`src/rtl/sync_debounce_edge_if.sv`:
```
// rtl/sync_debounce_edge_if.sv - signal bundle between the debounce stage and its consumer
interface sync_debounce_edge_if #(
    parameter int CNT_W = 8
);
    logic             data_i;
    logic [CNT_W-1:0] thr_i;
    logic             clr_i;
    logic             level_o;
    logic             rise_o;
    logic             fall_o;
    logic             busy_o;

    modport master (
        output data_i, thr_i, clr_i,
        input  level_o, rise_o, fall_o, busy_o
    );

    modport slave (
        input  data_i, thr_i, clr_i,
        output level_o, rise_o, fall_o, busy_o
    );
endinterface

```
`src/rtl/sync_debounce_edge.sv`:
```
// rtl/sync_debounce_edge.sv - consecutive-sample debounce filter with rise/fall pulses
module sync_debounce_edge #(
    parameter int   CNT_W   = 8,
    parameter logic RST_LVL = 1'b0
) (
    input logic                 clki,
    input logic                 rstn,
    sync_debounce_edge_if.slave dbif
);
    typedef enum logic {ST_STABLE, ST_COUNT} state_t;

    state_t           state_q, state_d;
    logic [CNT_W-1:0] cnt_q, cnt_d;
    logic             level_q, level_d;
    logic             rise_q, rise_d;
    logic             fall_q, fall_d;

    logic [CNT_W-1:0] thr_eff;
    logic [CNT_W:0]   cnt_inc;
    logic             mismatch;

    // A zero threshold behaves like one; the extra bit keeps cnt+1 from wrapping in the compare
    assign thr_eff  = (dbif.thr_i == '0) ? CNT_W'(1) : dbif.thr_i;
    assign cnt_inc  = {1'b0, cnt_q} + (CNT_W+1)'(1);
    assign mismatch = (dbif.data_i != level_q);

    always_comb begin
        state_d = state_q;
        cnt_d   = cnt_q;
        level_d = level_q;
        rise_d  = 1'b0;
        fall_d  = 1'b0;
        if (dbif.clr_i) begin
            state_d = ST_STABLE;
            cnt_d   = '0;
            level_d = RST_LVL;
        end else begin
            case (state_q)
                ST_STABLE: begin
                    if (mismatch) begin
                        if (thr_eff == CNT_W'(1)) begin
                            level_d = ~level_q;
                            rise_d  = ~level_q;
                            fall_d  = level_q;
                        end else begin
                            state_d = ST_COUNT;
                            cnt_d   = CNT_W'(1);
                        end
                    end
                end
                ST_COUNT: begin
                    if (!mismatch) begin
                        state_d = ST_STABLE;
                        cnt_d   = '0;
                    end else if (cnt_inc >= {1'b0, thr_eff}) begin
                        state_d = ST_STABLE;
                        cnt_d   = '0;
                        level_d = ~level_q;
                        rise_d  = ~level_q;
                        fall_d  = level_q;
                    end else begin
                        cnt_d = cnt_inc[CNT_W-1:0];
                    end
                end
                default: begin
                    state_d = ST_STABLE;
                    cnt_d   = '0;
                end
            endcase
        end
    end

    always_ff @(posedge clki or posedge rstn) begin
        if (rstn) begin
            state_q <= ST_STABLE;
            cnt_q   <= '0;
            level_q <= RST_LVL;
            rise_q  <= 1'b0;
            fall_q  <= 1'b0;
        end else begin
            state_q <= state_d;
            cnt_q   <= cnt_d;
            level_q <= level_d;
            rise_q  <= rise_d;
            fall_q  <= fall_d;
        end
    end

    assign dbif.level_o = level_q;
    assign dbif.rise_o  = rise_q;
    assign dbif.fall_o  = fall_q;
    assign dbif.busy_o  = (state_q == ST_COUNT);
endmodule

```
`src/flat_wrapper.sv`:
```
// flat-port wrapper written by rule: the top's interface ports become plain ports
module sync_debounce_edge_flat 
#(
    parameter int   CNT_W   = 8,
    parameter logic RST_LVL = 1'b0
)
  (clki, rstn, dbif_data_i, dbif_thr_i, dbif_clr_i, dbif_level_o, dbif_rise_o, dbif_fall_o, dbif_busy_o);
  sync_debounce_edge_if #(.CNT_W(CNT_W)) dbif_i ();
  input logic clki;
  input logic rstn;
  input wire logic [$bits(dbif_i.data_i)-1:0] dbif_data_i;
  input wire logic [$bits(dbif_i.thr_i)-1:0] dbif_thr_i;
  input wire logic [$bits(dbif_i.clr_i)-1:0] dbif_clr_i;
  output wire logic [$bits(dbif_i.level_o)-1:0] dbif_level_o;
  output wire logic [$bits(dbif_i.rise_o)-1:0] dbif_rise_o;
  output wire logic [$bits(dbif_i.fall_o)-1:0] dbif_fall_o;
  output wire logic [$bits(dbif_i.busy_o)-1:0] dbif_busy_o;
  assign dbif_i.data_i = dbif_data_i;
  assign dbif_i.thr_i = dbif_thr_i;
  assign dbif_i.clr_i = dbif_clr_i;
  assign dbif_level_o = dbif_i.level_o;
  assign dbif_rise_o = dbif_i.rise_o;
  assign dbif_fall_o = dbif_i.fall_o;
  assign dbif_busy_o = dbif_i.busy_o;
  sync_debounce_edge #(.CNT_W(CNT_W), .RST_LVL(RST_LVL)) u_core (.clki(clki), .rstn(rstn), .dbif(dbif_i));
endmodule
```
`config.mk`:
```
export PLATFORM = sky130hd
export DESIGN_NAME = sync_debounce_edge_flat
export DESIGN_NICKNAME = d
export VERILOG_FILES = /design/src/rtl/sync_debounce_edge_if.sv /design/src/rtl/sync_debounce_edge.sv /design/src/flat_wrapper.sv
export SDC_FILE = /design/constraint.sdc
export NUM_CORES = 1
export LEC_CHECK = 0
export CAP_MARGIN = 20
export CELL_PAD_IN_SITES_DETAIL_PLACEMENT = 0
export CELL_PAD_IN_SITES_GLOBAL_PLACEMENT = 1
export CORE_UTILIZATION = 41
export CTS_BUF_LIST = sky130_fd_sc_hd__clkbuf_8
export DETAILED_ROUTE_END_ITERATION = 7
export HOLD_SLACK_MARGIN = 0.08
export MAX_ROUTING_LAYER = met4
export PLACE_DENSITY = 0.91
export SYNTH_ARGS = -nofsm -noshare
export SYNTH_HDL_FRONTEND = slang
export SYNTH_SLANG_ARGS = --single-unit
```
`constraint.sdc`:
```
create_clock -name clki -period 3.2 [get_ports clki]
set_input_delay 0.8 -clock clki [delete_from_list [all_inputs] [get_ports clki]]
set_output_delay 0.8 -clock clki [all_outputs]
set_load 0.1 [all_outputs]
```
==> results.ini, run 1 <==
[synthesis]
yosys.area.top_type = dfrtp_1
ys.flop_type = dfrtp_1
synth_seq_cells = 12
ys_seq_area_frac = 0.331
postSynthCellCount = 93
synthAdderAreaFrac = 0.124
async_reset_ff_frac = 1.00
synth.top_cell.area_share = 0.331
ys_types = 36
ys_warn_count = 0
synthSimpleGateAreaFrac = 0.197
synth_top_family_by_area = compound AO/OA/AOI/OAI gates
synth_edf_count = 0
synthesis.area_um2 = 908
synth_fp_nets = 114
syn_area_per_cell_um2 = 9.77
synth_xor_xnor_area_share = 0.0675
synth_area_leaders = dfrtp_1 33%, ha_1 12%, a32o_1 5.5%
synth_compound_area_frac = 0.216
synthMuxAreaShare = 0.0110

[setup_path]
critPathSlowestCell = nor4_1
critPathBufInv = 1
ff2ff_path_depth = 11
end_kind = flip-flop
cp.arrival_ns = 3.16
critPathKind = primary input to flip-flop
worstPathRequired_ns = 3.35
crit_family = simple AND/OR/NAND/NOR gates
path_max_fanout = 6
cp.depth = 10
cp-start-kind = primary input
critPathMaxStageDelay_ns = 0.44
crit_chain = clkdlybuf4s50_1 -> nor4_1 -> and4_1 -> or2_2 -> ha_1 -> nor2b_1 -> o21ai_1 -> a41oi_4 -> nand2_2 -> o32ai_2

[worst_hold_path]
whs_path_depth = 1
holdCritPathClass = flip-flop to flip-flop

[sta]
max_slew_margin = 0.683
setup_viol_count_final = 0
fmax_mhz = 333
clock_skew_ns = 0.00748
worstMarginPinSlew_ns = 0.476
rsz0062_at_grt = false
hold_viol_final = 0
fin_crit_ns = 3.00
finalCritPeriodShare = 0.938
drv_slew = 0

[placed_design]
portBuffers = 15
gp_congestion = 0.793
dp_hpwl_mm = 1.57
dp.cells = 141

[detailed_routing]
antenna_left = 0
wl_mm = 1.97
dr.pass1.iters = 4
drc = 0
avgRoutedWirePerCell_um = 13.6
viasPerCell = 5.39
vias = 782
first_iter_violations = 14

[job]
maxCapViolations = 0

[die]
initial_core_util = 0.449
io_pins = 16
die-height_um = 49.1
rows = 16
core_um2 = 2020
die_w_um = 49.1
dieArea_um2 = 2410

[clock_tree]
clockRootBuffer = clkbuf_8
cts_setup_buffers = 0
htreeDepth = 1
postCtsHoldBufs = 0
cts_tree = yes
clock_sinks = 12
clkTransAtPathRegs_ns = 0.05
cts_buffers = 3
clockBufferDepth = 2
clk_latency_ns = 0.25
post_cts_resized = 0

[final_layout]
nets = 140
fin_cells = 145
multi_input_area_um2 = 559
syn_to_final_growth_pct = 30.2
nFillCells = 187
finish.utilization = 0.585
diodes = 0
layout_commonest_cell = dfrtp_1
ff_latch_area_um2 = 300
final_layout_size_suffix_gt1_frac = 0.195
final_cell_mix = 12 x dfrtp_1, 11 x inv_1, 11 x clkdlybuf4s50_1, 11 x buf_4, 9 x ha_1

[global_routing]
overflow = 0
grt_pass1_vias = 733
antenna_found_initial = 0
grt_pass1_wl_mm = 3.17
grt_usage = 0.178
grt_max_degree = 13

[pwr]
power_density_nw_per_um2 = 375
ir_drop_uv = 295
total_power_uw = 444
p_leak_nw = 0.574

[run_status]
run_status = completed

## layer usage
metal | routed length [um] | track usage | vias up
li1 | - | - | 391
met1 | 922 | 0.213 | 377
met2 | 990 | 0.301 | 12
met3 | 47 | 0.0374 | 2
met4 | 8 | 0.0441 | 0
met5 | 0 | - | -
## cell usage after synthesis (2+ instances only)
cell and number:
dfrtp_1 12, inv_1 11, ha_1 9, nor2_1 8
a32o_1 5, nand3_1 4, xor2_1 4, a21oi_1 3
nand2_1 3, xnor2_1 3, a21o_1 2, and4bb_2 2
nand4_1 2, nor4_1 2, or2b_1 2
## power breakdown
group	internal (mW)	switching (mW)
combinational	0.0456	0.0645
sequential	0.157	0.00602
clock	0.109	0.0616
total	0.312	0.132
## worst paths after layout
kind	startpoint	end	slack, ns
worst max-delay path	dbif_thr_i[5]	u_core.cnt_q[2]	0.20
worst min-delay path	u_core.cnt_q[6]	u_core.cnt_q[6]	0.56
worst max register to register	u_core.cnt_q[1]	u_core.cnt_q[4]	0.34
worst min register to register	u_core.cnt_q[6]	u_core.cnt_q[6]	0.56
max in group asynchronous	rstn	u_core.cnt_q[4]	2.01
min in group asynchronous	rstn	u_core.dbif.rise_o	0.86
## cells by family (layout without fill, tap and decap cells)
| family | after synthesis | in the layout |
|---|---|---|
| AO/OA/AOI/OAI | 21 | 21 |
| XOR/XNOR | 7 | 7 |
| adder cells (fa/ha/maj) | 9 | 9 |
| buffers and inverters | 12 | 37 |
| flip-flops | 12 | 12 |
| multiplexers | 1 | 1 |
| AND/OR/NAND/NOR | 31 | 31 |
## metrics by stage
stage	hold slack, ns	setup TNS, ns	area, um2	worst slack (ns)
after detailed placement	0.553	-0.0939	1130	-0.0386
after global routing	0.585	0	1180	0.0877
after global placement	0.531	0	1130	0.0507
after CTS	0.565	0	1180	0.199
final	0.565	0	1180	0.197
after floorplan	0.507	0	908	0.552
## registers in the layout, summed over array words and instances (netlist names)
signal,flops
u_core.dbif.level_o,1
u_core.dbif.busy_o,1
u_core.dbif.rise_o,1
u_core.dbif.fall_o,1
u_core.cnt_q,8
## area by class of cell
type	instances	share of cell area
Clock buffer	4	0.0466
Inverter	11	0.0349
Multi-Input combinational cell	69	0.473
Sequential cell	12	0.254
Tap cell	27	0.0286
Timing Repair Buffer	22	0.163
(Power assumes the default switching activity.)
==> run 2, diff against run 1 <==
ABC_AREA = 1   (was not set)
CORE_UTILIZATION = 39   (was 41)
CTS_BUF_LIST = sky130_fd_sc_hd__clkbuf_4 sky130_fd_sc_hd__clkbuf_8   (was sky130_fd_sc_hd__clkbuf_8)
MAX_ROUTING_LAYER = not set   (was met4)
PLACE_DENSITY = 0.9   (was 0.91)
==> run 2 against run 1 <==
Hold slack worse by 0.035 ns; design area fell by 1.2%; clock power decreased by 27%; clock skew decreased by 0.0036 ns; sequential cell count is the same; critical path type unchanged.
==> results.ini, run 2 <==
[synthesis]
synthesis.area_um2 = 957  ; was 908 um2
synth.top_cell.area_share = 0.314  ; was 0.331
synth_edf_count = 0  ; unchanged
yosys.area.top_type = dfrtp_1  ; unchanged
syn_area_per_cell_um2 = 7.48  ; was 9.77 um2
postSynthCellCount = 128  ; was 93
ys_top_cells_by_count = 31 x inv_1, 29 x nand2_1, 12 x dfrtp_1  ; was 12 x dfrtp_1, 11 x inv_1, 9 x ha_1
synth_fp_nets = 149  ; was 114
ys.flop_type = dfrtp_1  ; unchanged
yosysMostFrequentCell = inv_1  ; was dfrtp_1
ys_warn_count = 0  ; unchanged
synth_area_leaders = dfrtp_1 31%, inv_1 12%, ha_1 12%  ; was dfrtp_1 33%, ha_1 12%, a32o_1 5.5%
synth_seq_cells = 12  ; unchanged
async_reset_ff_frac = 1.00  ; unchanged
ys_types = 19  ; was 36
ys_seq_area_frac = 0.314  ; was 0.331

[global_routing]
grt_pass1_wl_mm = 3.33  ; was 3.17 mm
grt_pass1_vias = 794  ; was 733
antenna_found_initial = 0  ; unchanged
grt_max_degree = 13  ; unchanged
overflow = 0  ; unchanged
grt_usage = 0.171  ; was 0.178

[die]
dieArea_um2 = 2660  ; was 2410 um2
rows = 17  ; was 16
die-height_um = 51.5  ; was 49.1 um
io_pins = 16  ; unchanged
core_um2 = 2250  ; was 2020 um2
die_w_um = 51.5  ; was 49.1 um
initial_core_util = 0.425  ; was 0.449

[placed_design]
dp_hpwl_mm = 1.55  ; was 1.57 mm
gp_congestion = 0.782  ; was 0.793
portBuffers = 15  ; unchanged

[setup_path]
worstPathRequired_ns = 3.38  ; was 3.35 ns
crit_chain = clkdlybuf4s50_1 -> inv_1 -> nand4_1 -> o31ai_1 -> ha_1 -> inv_1 -> nand2_1 -> nand3_1 -> nand3_1 -> nand2_1 -> nand2_1 -> nand2_1 -> nand2_4 -> nand2_1 -> nand2_1 -> nand2_1 -> inv_1  ; was clkdlybuf4s50_1 -> nor4_1 -> and4_1 -> or2_2 -> ha_1 -> nor2b_1 -> o21ai_1 -> a41oi_4 -> nand2_2 -> o32ai_2
path_max_fanout = 8  ; was 6
end_kind = flip-flop  ; unchanged
cpMostUsedCell = nand2_1
critPathKind = primary input to flip-flop  ; unchanged
cp.arrival_ns = 2.81  ; was 3.16 ns
critPathMaxStageDelay_ns = 0.40  ; was 0.44 ns
cp-start-kind = primary input  ; unchanged
critPathSlowestCell = clkdlybuf4s50_1  ; was nor4_1

[sta]
finalSetupTns_ns = 0  ; unchanged
worstMarginPinSlew_ns = 0.482  ; was 0.476 ns
finalCritPeriodShare = 0.824  ; was 0.938
drv_slew = 0  ; unchanged
setup_viol_count_final = 0  ; unchanged
hold_viol_final = 0  ; unchanged
fmax_mhz = 379  ; was 333 MHz
max_slew_margin = 0.678  ; was 0.683
rsz0062_at_grt = false  ; unchanged
clock_skew_ns = 0.00392  ; was 0.00748 ns
fin_crit_ns = 2.64  ; was 3.00 ns

[detailed_routing]
antenna_left = 0  ; unchanged
dr.pass1.iters = 4  ; unchanged
avgRoutedWirePerCell_um = 11.3  ; was 13.6 um
drc = 0  ; unchanged
wl_mm = 1.97  ; about the same
first_iter_violations = 30  ; was 14
viasPerCell = 4.84  ; was 5.39
vias = 847  ; was 782

[final_layout]
layout_commonest_cell = inv_1  ; was dfrtp_1
finish.utilization = 0.518  ; was 0.585
diodes = 0  ; unchanged
largest_reg_flops = 8  ; unchanged
nets = 169  ; was 140
syn_to_final_growth_pct = 22.1  ; was 30.2%
largest-register = u_core.cnt_q  ; unchanged
final_layout_size_suffix_gt1_frac = 0.0952  ; was 0.195
final_cell_mix = 31 x inv_1, 29 x nand2_1, 12 x dfrtp_1  ; was 12 x dfrtp_1, 11 x inv_1, 11 x clkdlybuf4s50_1, 11 x buf_4, 9 x ha_1

[pwr]
power_density_nw_per_um2 = 443  ; was 375 nW/um2
p_leak_nw = 0.644  ; was 0.574 nW
ir_drop_uv = 392  ; was 295 uV

[clock_tree]
cts_buffers = 3  ; unchanged
clock_sinks = 12  ; unchanged
clockRootBuffer = clkbuf_4  ; was clkbuf_8
post_cts_resized = 0  ; unchanged
clkTransAtPathRegs_ns = 0.08  ; was 0.05 ns
clockBufferDepth = 2  ; unchanged
htreeDepth = 1  ; unchanged
clk_latency_ns = 0.28  ; was 0.25 ns
cts_setup_buffers = 0  ; unchanged
cts_tree = yes  ; unchanged
postCtsHoldBufs = 0  ; unchanged

[worst_hold_path]
holdCritPathClass = flip-flop to flip-flop  ; unchanged

[run_status]
run_status = completed  ; unchanged

[job]
maxCapViolations = 0  ; unchanged

## run 2: critical path: cells and delay by family
| kind | cells | cell delay (ns) |
|---|---|---|
| AOI/OAI and AO/OA | 1 | 0.24 |
| adders and majority gates | 1 | 0.27 |
| buffers and inverters | 4 | 0.59 |
| and+or+nand+nor | 11 | 0.90 |
## run 2: cells by family (layout without fill, tap and decap cells)
logic type      Yosys count  in the layout  synth area share
fa+ha+maj                 9              9             0.118
compound gates           12             12            0.0823
buf+inv                  31             50             0.122
xor+xnor                  7              7            0.0641
simple gates             57             57             0.301
flops                    12             12             0.314
## run 2: layout make-up
type                       instances  area [um2]
fill                             236        1090
tap                               28        35.0
inverter                          31         116
sequential                        12         300
multi-input combinational         85         541
timing repair buffer              15         140
clock buffer                       4        36.3
## run 2: per-layer routing
metal | wire length, um | vias to the layer above | GRT usage
li1 | - | 446 | -
met1 | 996 | 387 | 0.216
met2 | 893 | 12 | 0.284
met3 | 69 | 2 | 0.0526
met4 | 12 | 0 | 0.0405
met5 | 0 | - | 0
## run 2: worst paths after layout
kind                            startpoint                  end  slack [ns]  cells past startpoint
min                        u_core.cnt_q[1]      u_core.cnt_q[1]        0.53                      2
min reg2reg                u_core.cnt_q[1]      u_core.cnt_q[1]        0.53                      2
max reg2reg                u_core.cnt_q[0]  u_core.dbif.level_o        0.82                     14
max in group asynchronous             rstn      u_core.cnt_q[1]        2.04                      2
max                          dbif_thr_i[7]  u_core.dbif.level_o        0.56                     17
min in group asynchronous             rstn      u_core.cnt_q[6]        0.83                      2
## run 2: where the power goes
part | total (mW) | internal, mW | switching, mW | leakage [nW]
sequential | 0.178 | 0.164 | 0.0139 | 0.165
combinational | 0.215 | 0.0631 | 0.152 | 0.459
clock | 0.125 | 0.0692 | 0.0555 | 0.0210
## run 2: through the flow
stage	cell area, um2	cells	power, mW	hold slack, ns	worst slack, ns
floorplan	957	128	0.341	0.476	0.938
global placement	1130	171	0.391	0.500	0.324
detailed placement	1130	171	0.395	0.506	0.246
CTS	1170	175	0.522	0.527	0.527
global route	1170	175	0.554	0.566	0.348
finish	1170	175	0.518	0.529	0.564
==> run 3, diff against run 2 <==
clock period = 2.51 ns   (was 3.2 ns; I/O delays follow)
==> run 3 against run 2 <==
Non-clock buffer count rose by 8; highest routed layer unchanged; largest power group unchanged; sequential share of layout area down 1.3 points; critical path depth shrank 3; critical endpoint is now u_core.cnt_q[5]; via count up 7.2%; wire length grew 9.5%; global-route usage rose by 2.0 points; first-iteration DRC count decreased by 3.3%; design area up 5.7%; clock-buffer cell count unchanged; register-to-register slack worse by 0.58 ns.
==> results.ini, run 3 (same netlist as run 2, synthesis figures left out) <==
[run_status]
run_status = completed  ; unchanged

[sta]
worstMarginPinSlew_ns = 0.511  ; was 0.482 ns
rsz0062_at_grt = false  ; unchanged
fmax_mhz = 441
finalSetupTns_ns = 0  ; unchanged
setup_viol_count_final = 0  ; unchanged
hold_viol_final = 0  ; unchanged
clock_skew_ns = 0.00573  ; was 0.00392 ns
finalCritPeriodShare = 0.904
fin_crit_ns = 2.27
holdWs_ns = 0.537  ; was 0.529 ns
max_slew_margin = 0.659  ; was 0.678
drv_slew = 0  ; unchanged
layout_setup_ws_ns = 0.242  ; was 0.564 ns

[placed_design]
dp_hpwl_mm = 1.78  ; was 1.55 mm
portBuffers = 15  ; unchanged
place_ws_ns = -0.0723  ; was 0.246 ns
gp_congestion = 0.836  ; was 0.782
dp.cells = 178  ; was 171
placed_cell_area_um2 = 1180  ; was 1130 um2

[clock_tree]
cts_buffers = 3  ; unchanged
cts_tree = yes  ; unchanged
clkTransAtPathRegs_ns = 0.08  ; about the same
htreeDepth = 1  ; unchanged
clockRootBuffer = clkbuf_4  ; unchanged
postCtsHoldBufs = 0  ; unchanged
clockBufferDepth = 2  ; unchanged
clk_latency_ns = 0.28  ; about the same
clock_sinks = 12  ; unchanged

[detailed_routing]
dr.pass1.iters = 4  ; unchanged
first_iter_violations = 29  ; was 30
drc = 0  ; unchanged
antenna_left = 0  ; unchanged
avgRoutedWirePerCell_um = 11.8  ; was 11.3 um
viasPerCell = 4.96  ; was 4.84
vias = 908  ; was 847
wl_mm = 2.16  ; was 1.97 mm

[global_routing]
antenna_found_initial = 0  ; unchanged
grt_pass1_vias = 834  ; was 794
grt_pass1_wl_mm = 3.68  ; was 3.33 mm
grt_max_degree = 13  ; unchanged
overflow = 0  ; unchanged
grt_usage = 0.191  ; was 0.171

[setup_path]
crit_chain = ha_2 -> nand3_2 -> nor3_4 -> xor2_1 -> inv_1 -> ha_1 -> nand2_1 -> inv_1 -> nand2_1 -> nand2_1 -> nand2_2 -> buf_4 -> nand4_1 -> o21ai_0  ; was clkdlybuf4s50_1 -> inv_1 -> nand4_1 -> o31ai_1 -> ha_1 -> inv_1 -> nand2_1 -> nand3_1 -> nand3_1 -> nand2_1 -> nand2_1 -> nand2_1 -> nand2_4 -> nand2_1 -> nand2_1 -> nand2_1 -> inv_1
critPathBufInv = 3  ; was 4
r2r_slack_ns = 0.24  ; was 0.82 ns
ff2ff_path_depth = 14  ; unchanged
critPathMaxStageDelay_ns = 0.42  ; was 0.40 ns
cp.arrival_ns = 2.43  ; was 2.81 ns
r2r_end = u_core.cnt_q[5]  ; was u_core.dbif.level_o
r2r_start = u_core.cnt_q[0]  ; unchanged
end_kind = flip-flop  ; unchanged
critPathSlowestCell = dfrtp_2  ; was clkdlybuf4s50_1
cp-start-kind = flip-flop  ; was primary input
critPathKind = flip-flop to flip-flop  ; was primary input to flip-flop
crit_family = simple AND/OR/NAND/NOR gates  ; unchanged
cpMostUsedCell = nand2_1  ; unchanged
worstPathRequired_ns = 2.67  ; was 3.38 ns
path_max_fanout = 6  ; was 8

[final_layout]
fin_cells = 183  ; was 175
ff_latch_area_um2 = 302  ; was 300 um2
largest_reg_flops = 8  ; unchanged
largest-register = u_core.cnt_q  ; unchanged
final_cell_mix = 31 x inv_1, 28 x nand2_1, 12 x buf_4  ; was 31 x inv_1, 29 x nand2_1, 12 x dfrtp_1
nFillCells = 226  ; was 236
layout_commonest_cell = inv_1  ; unchanged
diodes = 0  ; unchanged
multi_input_area_um2 = 546  ; was 541 um2
nets = 177  ; was 169
final_layout_size_suffix_gt1_frac = 0.161  ; was 0.0952
syn_to_final_growth_pct = 29.0  ; was 22.1%
final_area_um2 = 1230  ; was 1170 um2
finish.utilization = 0.548  ; was 0.518

[pwr]
combPwrFrac = 0.420  ; was 0.415
power_density_nw_per_um2 = 545  ; was 443 nW/um2
p_clk_frac = 0.236  ; was 0.241
p_sw_frac = 0.425  ; was 0.427
netSwitchingPower_uw = 286  ; was 221 uW
total_power_uw = 673  ; was 518 uW
internal-power_uw = 387  ; was 297 uW
p_leak_nw = 0.680  ; was 0.644 nW
ir_drop_uv = 555  ; was 392 uV
p_seq_frac = 0.344  ; was 0.345

[die]
rows = 17  ; unchanged
io_pins = 16  ; unchanged
initial_core_util = 0.425  ; unchanged
die_w_um = 51.5  ; unchanged
die-height_um = 51.5  ; unchanged
core_um2 = 2250  ; unchanged
dieArea_um2 = 2660  ; unchanged

[job]
maxCapViolations = 0  ; unchanged

[worst_hold_path]
worstHoldStart = u_core.cnt_q[1]  ; unchanged
holdCritPathClass = flip-flop to flip-flop  ; unchanged
min_to = u_core.cnt_q[1]  ; unchanged
whs_path_depth = 2  ; unchanged

run 3: layout make-up:
class                      count  area share
tap                           28      0.0284
clock buffer                   4      0.0294
sequential                    12       0.244
multi-input combinational     85       0.442
inverter                      31      0.0942
timing repair buffer          23       0.162
run 3: how the worst max path moves through the flow:
stage | start | endpoint | cells past startpoint
4_1_cts | u_core.cnt_q[0] | u_core.cnt_q[5] | 14
5_1_grt | u_core.cnt_q[0] | u_core.cnt_q[3] | 14
6_report | u_core.cnt_q[0] | u_core.cnt_q[5] | 14
3_5_place_dp | dbif_thr_i[7] | u_core.cnt_q[3] | 15
3_3_place_gp | dbif_thr_i[7] | u_core.cnt_q[6] | 15
2_1_floorplan | u_core.cnt_q[0] | u_core.dbif.level_o | 16
run 3: timing repair:
action | CTS | global route
hold endpoints to repair | 0 | 0
setup endpoints to repair | 0 | 8
resized for setup | 0 | 3
setup buffers | 0 | 1
run 3: tightest hold or removal path: cells and delay by family (launching register included):
kind,cells,cell delay (ns)
DFF,1,0.38
and+or+nand+nor,2,0.12
run 3: per-layer routing:
layer | GRT usage | share of wire
met1 | 0.256 | 0.49
met3 | 0.0439 | 0.040
met2 | 0.307 | 0.47
met4 | 0.0541 | 0.0083
met5 | 0 | 0
run 3: power by group through the flow:
stage	Combinational, mW	Sequential, mW	Clock [mW]
after global placement	0.276	0.233	0
after global routing	0.311	0.234	0.169
after detailed placement	0.280	0.234	0
after CTS	0.282	0.230	0.160
after floorplan	0.130	0.305	0
final	0.283	0.231	0.159
==> RTL change 1: new RTL, flow settings as in run 2 <==
`CNT_W` is set to 8 in 3 places; all go to 10.
--- a/src/rtl/sync_debounce_edge_if.sv
+++ b/src/rtl/sync_debounce_edge_if.sv
@@ -1,6 +1,6 @@
 // rtl/sync_debounce_edge_if.sv - signal bundle between the debounce stage and its consumer
 interface sync_debounce_edge_if #(
-    parameter int CNT_W = 8
+    parameter int CNT_W = 10
 );
     logic             data_i;
     logic [CNT_W-1:0] thr_i;
--- a/src/rtl/sync_debounce_edge.sv
+++ b/src/rtl/sync_debounce_edge.sv
@@ -1,6 +1,6 @@
 // rtl/sync_debounce_edge.sv - consecutive-sample debounce filter with rise/fall pulses
 module sync_debounce_edge #(
-    parameter int   CNT_W   = 8,
+    parameter int   CNT_W   = 10,
     parameter logic RST_LVL = 1'b0
 ) (
     input logic                 clki,
--- a/src/flat_wrapper.sv
+++ b/src/flat_wrapper.sv
@@ -1,7 +1,7 @@
 // flat-port wrapper written by rule: the top's interface ports become plain ports
 module sync_debounce_edge_flat 
 #(
-    parameter int   CNT_W   = 8,
+    parameter int   CNT_W   = 10,
     parameter logic RST_LVL = 1'b0
 )
   (clki, rstn, dbif_data_i, dbif_thr_i, dbif_clr_i, dbif_level_o, dbif_rise_o, dbif_fall_o, dbif_busy_o);
Ports: changed (resized dbif_thr_i); port bits go from 16 to 18. The function was not compared with the original's and may differ.
==> RTL change 1 against run 2 <==
  * Worst setup slack improved by 0.15 ns
  * Sequential cell count increased by 2
  * Final area increased by 22%
  * Power decreased by 12%
  * Critical path depth decreased by 2
  * Routed wire length increased by 30%
  * Clock skew decreased by 0.0018 ns
  * Synthesized area increased by 24%
==> RTL change 1: results (changes against run 2) <==
- Post-synth net total: 199 (was 149)
- Number of global-route vias before repair: 949 (was 794)
- Slew headroom: 0.6425 (was 0.6783)
- Buffering overhead: 0.1125 (was 0.1199)
- Crit. Startpoint: dbif_thr_i[3] (was dbif_thr_i[7])
- Outcome: completed (unchanged)
- Multi-input gates: 127 (was 85)
- Largest net degree at the start of global routing: 15 (was 13)
- CP Max Fanout: 9 (was 8)
- Fin cells: 226 (was 175)
- Post-synth cell types: 21 (was 19)
- Final period utilization: 0.7766 (was 0.8237)
- Total track usage: 0.1707 (was 0.1712)
- Placed Cells: 222 (was 171)
- DP Worst Slack: 0.4374 ns (was 0.2457 ns)
- Worst Hold Slack: 0.5382 ns (was 0.5294 ns)
- DRT Wirelength: 2564 um (was 1972 um)
- Post-synthesis sequential area ratio: 0.2947 (was 0.3137)
- Worst setup path endpoint: u_core.cnt_q[5] (was u_core.dbif.level_o)
- R2R Setup Slk: 0.88 ns (was 0.82 ns)
- Count leader, synth: nand2_1 (was inv_1)
- Initial DRC Count: 16 (was 30)
- Comb group: 0.135 mW (was 0.215 mW)
- Multi-input combinational area share: 0.5018 (was 0.4625)
- # clock sinks: 14 (was 12)
- Sequential group power: 0.189 mW (was 0.178 mW)
- Worst R2R Path Depth: 15 (was 14)
- Ratio of cells with drive above 1 in the final layout: 0.1179 (was 0.09524)
- Clock buf/inv share: 0.02548 (was 0.03105)
- Vias: 1,097 (was 847)
- P_clk: 0.131 mW (was 0.125 mW)
- Leakage: 0.8280 nW (was 0.6444 nW)
## RTL change 1: worst max-delay path: cells and delay by family
family                     cells  cell delay, ns
AOI/OAI and AO/OA              1            0.19
and+or+nand+nor               10            0.86
adders and majority gates      1            0.21
buffers and inverters          3            0.65
## RTL change 1: logic make-up (layout without fill, tap and decap cells)
family / Yosys count / after routing / share of synthesized area
fa+ha+maj: 11 / 11 / 0.1158
compound gates: 6 / 6 / 0.03158
simple gates: 102 / 102 / 0.3884
xor+xnor: 8 / 8 / 0.06527
flops: 14 / 14 / 0.2947
buf+inv: 33 / 54 / 0.1042
## RTL change 1: layer usage
layer / global-route usage / up-vias / wire [um]
li1: - / 573 / -
met1: 0.2286 / 506 / 1239
met2: 0.2941 / 16 / 1259
met3: 0.04082 / 2 / 57
met4: 0.01045 / 0 / 8
met5: 0 / - / 0
==> RTL change 2: new RTL, flow settings as in run 2 <==
Without the edit above. Make the reset (`rstn`) synchronous in one clocked block.
--- a/src/rtl/sync_debounce_edge.sv
+++ b/src/rtl/sync_debounce_edge.sv
@@ -70,7 +70,7 @@
         end
     end
 
-    always_ff @(posedge clki or posedge rstn) begin
+    always_ff @(posedge clki) begin
         if (rstn) begin
             state_q <= ST_STABLE;
             cnt_q   <= '0;
Formal check against the unedited RTL: differs if rstn is asserted again (counterexample within 4 cycles, from zero or initial values and one cycle with rstn high); with rstn held inactive, the same outputs for 10 cycles.
==> RTL change 2 against run 2 <==
  * Worst setup slack got worse by 0.047 ns
  * Sequential share of layout area fell by 3.2 points
  * Synthesized cell count fell by 4.7%
  * Critical path depth did not move
  * Final area fell by 8.6%
  * Synthesized area fell by 8.9%
  * Sequential cell count did not move
  * Non-clock buffer count did not move
  * Die area fell by 8.6%
  * First-iteration DRC count fell by 40%
  * Routed wire length fell by 8.8%
Power is not compared: it rests on default switching activity, and its combinational part moved more than twofold at a synthesized area within 25%.
==> RTL change 2: results (changes against run 2) <==
- Outcome: completed (unchanged)
- Slew headroom: 0.7774 (was 0.6783)
- Syn Area/Cell: 7.148 um2 (was 7.478 um2)
- Worst Hold Slack: 0.5123 ns (was 0.5294 ns)
- Post-synth cell types: 21 (was 19)
- Grt met1 use: 0.2060 (was 0.2164)
- Crit path arrival time: 2.85 ns (was 2.81 ns)
- DRT Wirelength: 1798 um (was 1972 um)
- Critical R2R Launch: u_core.cnt_q[0] (unchanged)
- WL per Instance: 10.77 um (was 11.27 um)
- Worst setup path endpoint: u_core.dbif.level_o (unchanged)
- CP Max Fanout: 9 (was 8)
- Largest cells by area after synthesis: dfxtp_1 28%, ha_1 13%, nand2_1 10%, inv_1 9.0%, nand4_1 7.2% (was dfrtp_1 31%, inv_1 12%, ha_1 12%, nand2_1 11%, nand4_1 5.9%)
- Worst Hold Endpoint: u_core.cnt_q[1] (unchanged)
- Number of fill cells: 206 (was 236)
- Post-synthesis sequential area ratio: 0.2755 (was 0.3137)
- DP Worst Slack: 0.2013 ns (was 0.2457 ns)
- Number of global-route vias before repair: 770 (was 794)
- Met2 usage: 0.2808 (was 0.2835)
- Main synth FF type: dfxtp_1 (was dfrtp_1)
- First-pass GRT wire length: 3111 um (was 3332 um)
- Ratio of cells with drive above 1 in the final layout: 0.1357 (was 0.09524)
- DR vias/cell: 4.910 (was 4.840)
- Post-DP HPWL: 1471 um (was 1551 um)
- Total track usage: 0.1649 (was 0.1712)
- Final worst slack: 0.5168 ns (was 0.5642 ns)
- Largest net degree at the start of global routing: 11 (was 13)
- I/O Buffers: 15 (unchanged)
- Hold path start: u_core.cnt_q[1] (unchanged)
- Met3 usage: 0.01869 (was 0.05263)
- Post-synth ARST share: 0 (was 1.000)
- Worst Clk Skew: 0.001811 ns (was 0.003924 ns)
- Worst R2R Path Depth: 12 (was 14)
- Placed Cells: 164 (was 171)
- Placer congestion estimate: 0.7345 (was 0.7822)
- Initial DRC Count: 18 (was 30)
- Post-synth net total: 143 (was 149)
- R2R Setup Slk: 0.96 ns (was 0.82 ns)
- Crit. Startpoint: dbif_thr_i[6] (was dbif_thr_i[7])
- Hold crit path type: register to register (unchanged)
- Post-synth top cells: 24 x nand2_1, 21 x inv_1, 12 x dfxtp_1 (was 31 x inv_1, 29 x nand2_1, 12 x dfrtp_1)
- CP peak stage delay: 0.49 ns (was 0.40 ns)
-- RTL change 2: changes by cell type in the layout (fill, tap and decap cells not counted), sizes merged, moves of 2 or more --
cell    delta
clkinv     +2
nand2      -3
o21ai      -6
nor2       +5
or2        +2
xor2       -2
a21oi      +8
inv       -10
dfrtp     -12
dfxtp     +12
nand3      -2
-- RTL change 2: final cells by class --
class | count | area, um2 | area share
Sequential cell | 12 | 240.2 | 0.2248
Timing Repair Buffer | 15 | 140.1 | 0.1311
Multi-Input combinational cell | 87 | 545.5 | 0.5105
Tap cell | 27 | 33.78 | 0.03162
Inverter | 23 | 86.33 | 0.08080
Clock buffer | 3 | 22.52 | 0.02108
-- RTL change 2: power groups by stage --
stage	clock network, mW	logic [mW]	registers [mW]
floorplan	0	0.0261	0.162
global placement	0	0.0548	0.156
detailed placement	0	0.0553	0.156
CTS	0.0955	0.0557	0.152
global route	0.105	0.0610	0.153
finish	0.0899	0.0552	0.153
-- RTL change 2: metrics by stage --
step             util  instance area (um2)
2_1_floorplan       -                872.1
3_3_place_gp   0.5173                 1046
3_5_place_dp   0.5173                 1046
4_1_cts        0.5285                 1069
5_1_grt        0.5285                 1069
6_report       0.5285                 1069
-- RTL change 2: cell families (layout without fill, tap and decap cells) --
family / Yosys count / in the layout / share of synthesized area
flops: 12 / 12 / 0.2755
compound gates: 13 / 13 / 0.09756
xor+xnor: 6 / 6 / 0.06026
simple gates: 59 / 59 / 0.3386
fa+ha+maj: 9 / 9 / 0.1291
buf+inv: 23 / 41 / 0.09900
-- RTL change 2: routing by layer --
metal	vias up	wire, um
li1	433	-
met1	363	887
met2	19	816
met3	5	60
met4	0	34
met5	-	0
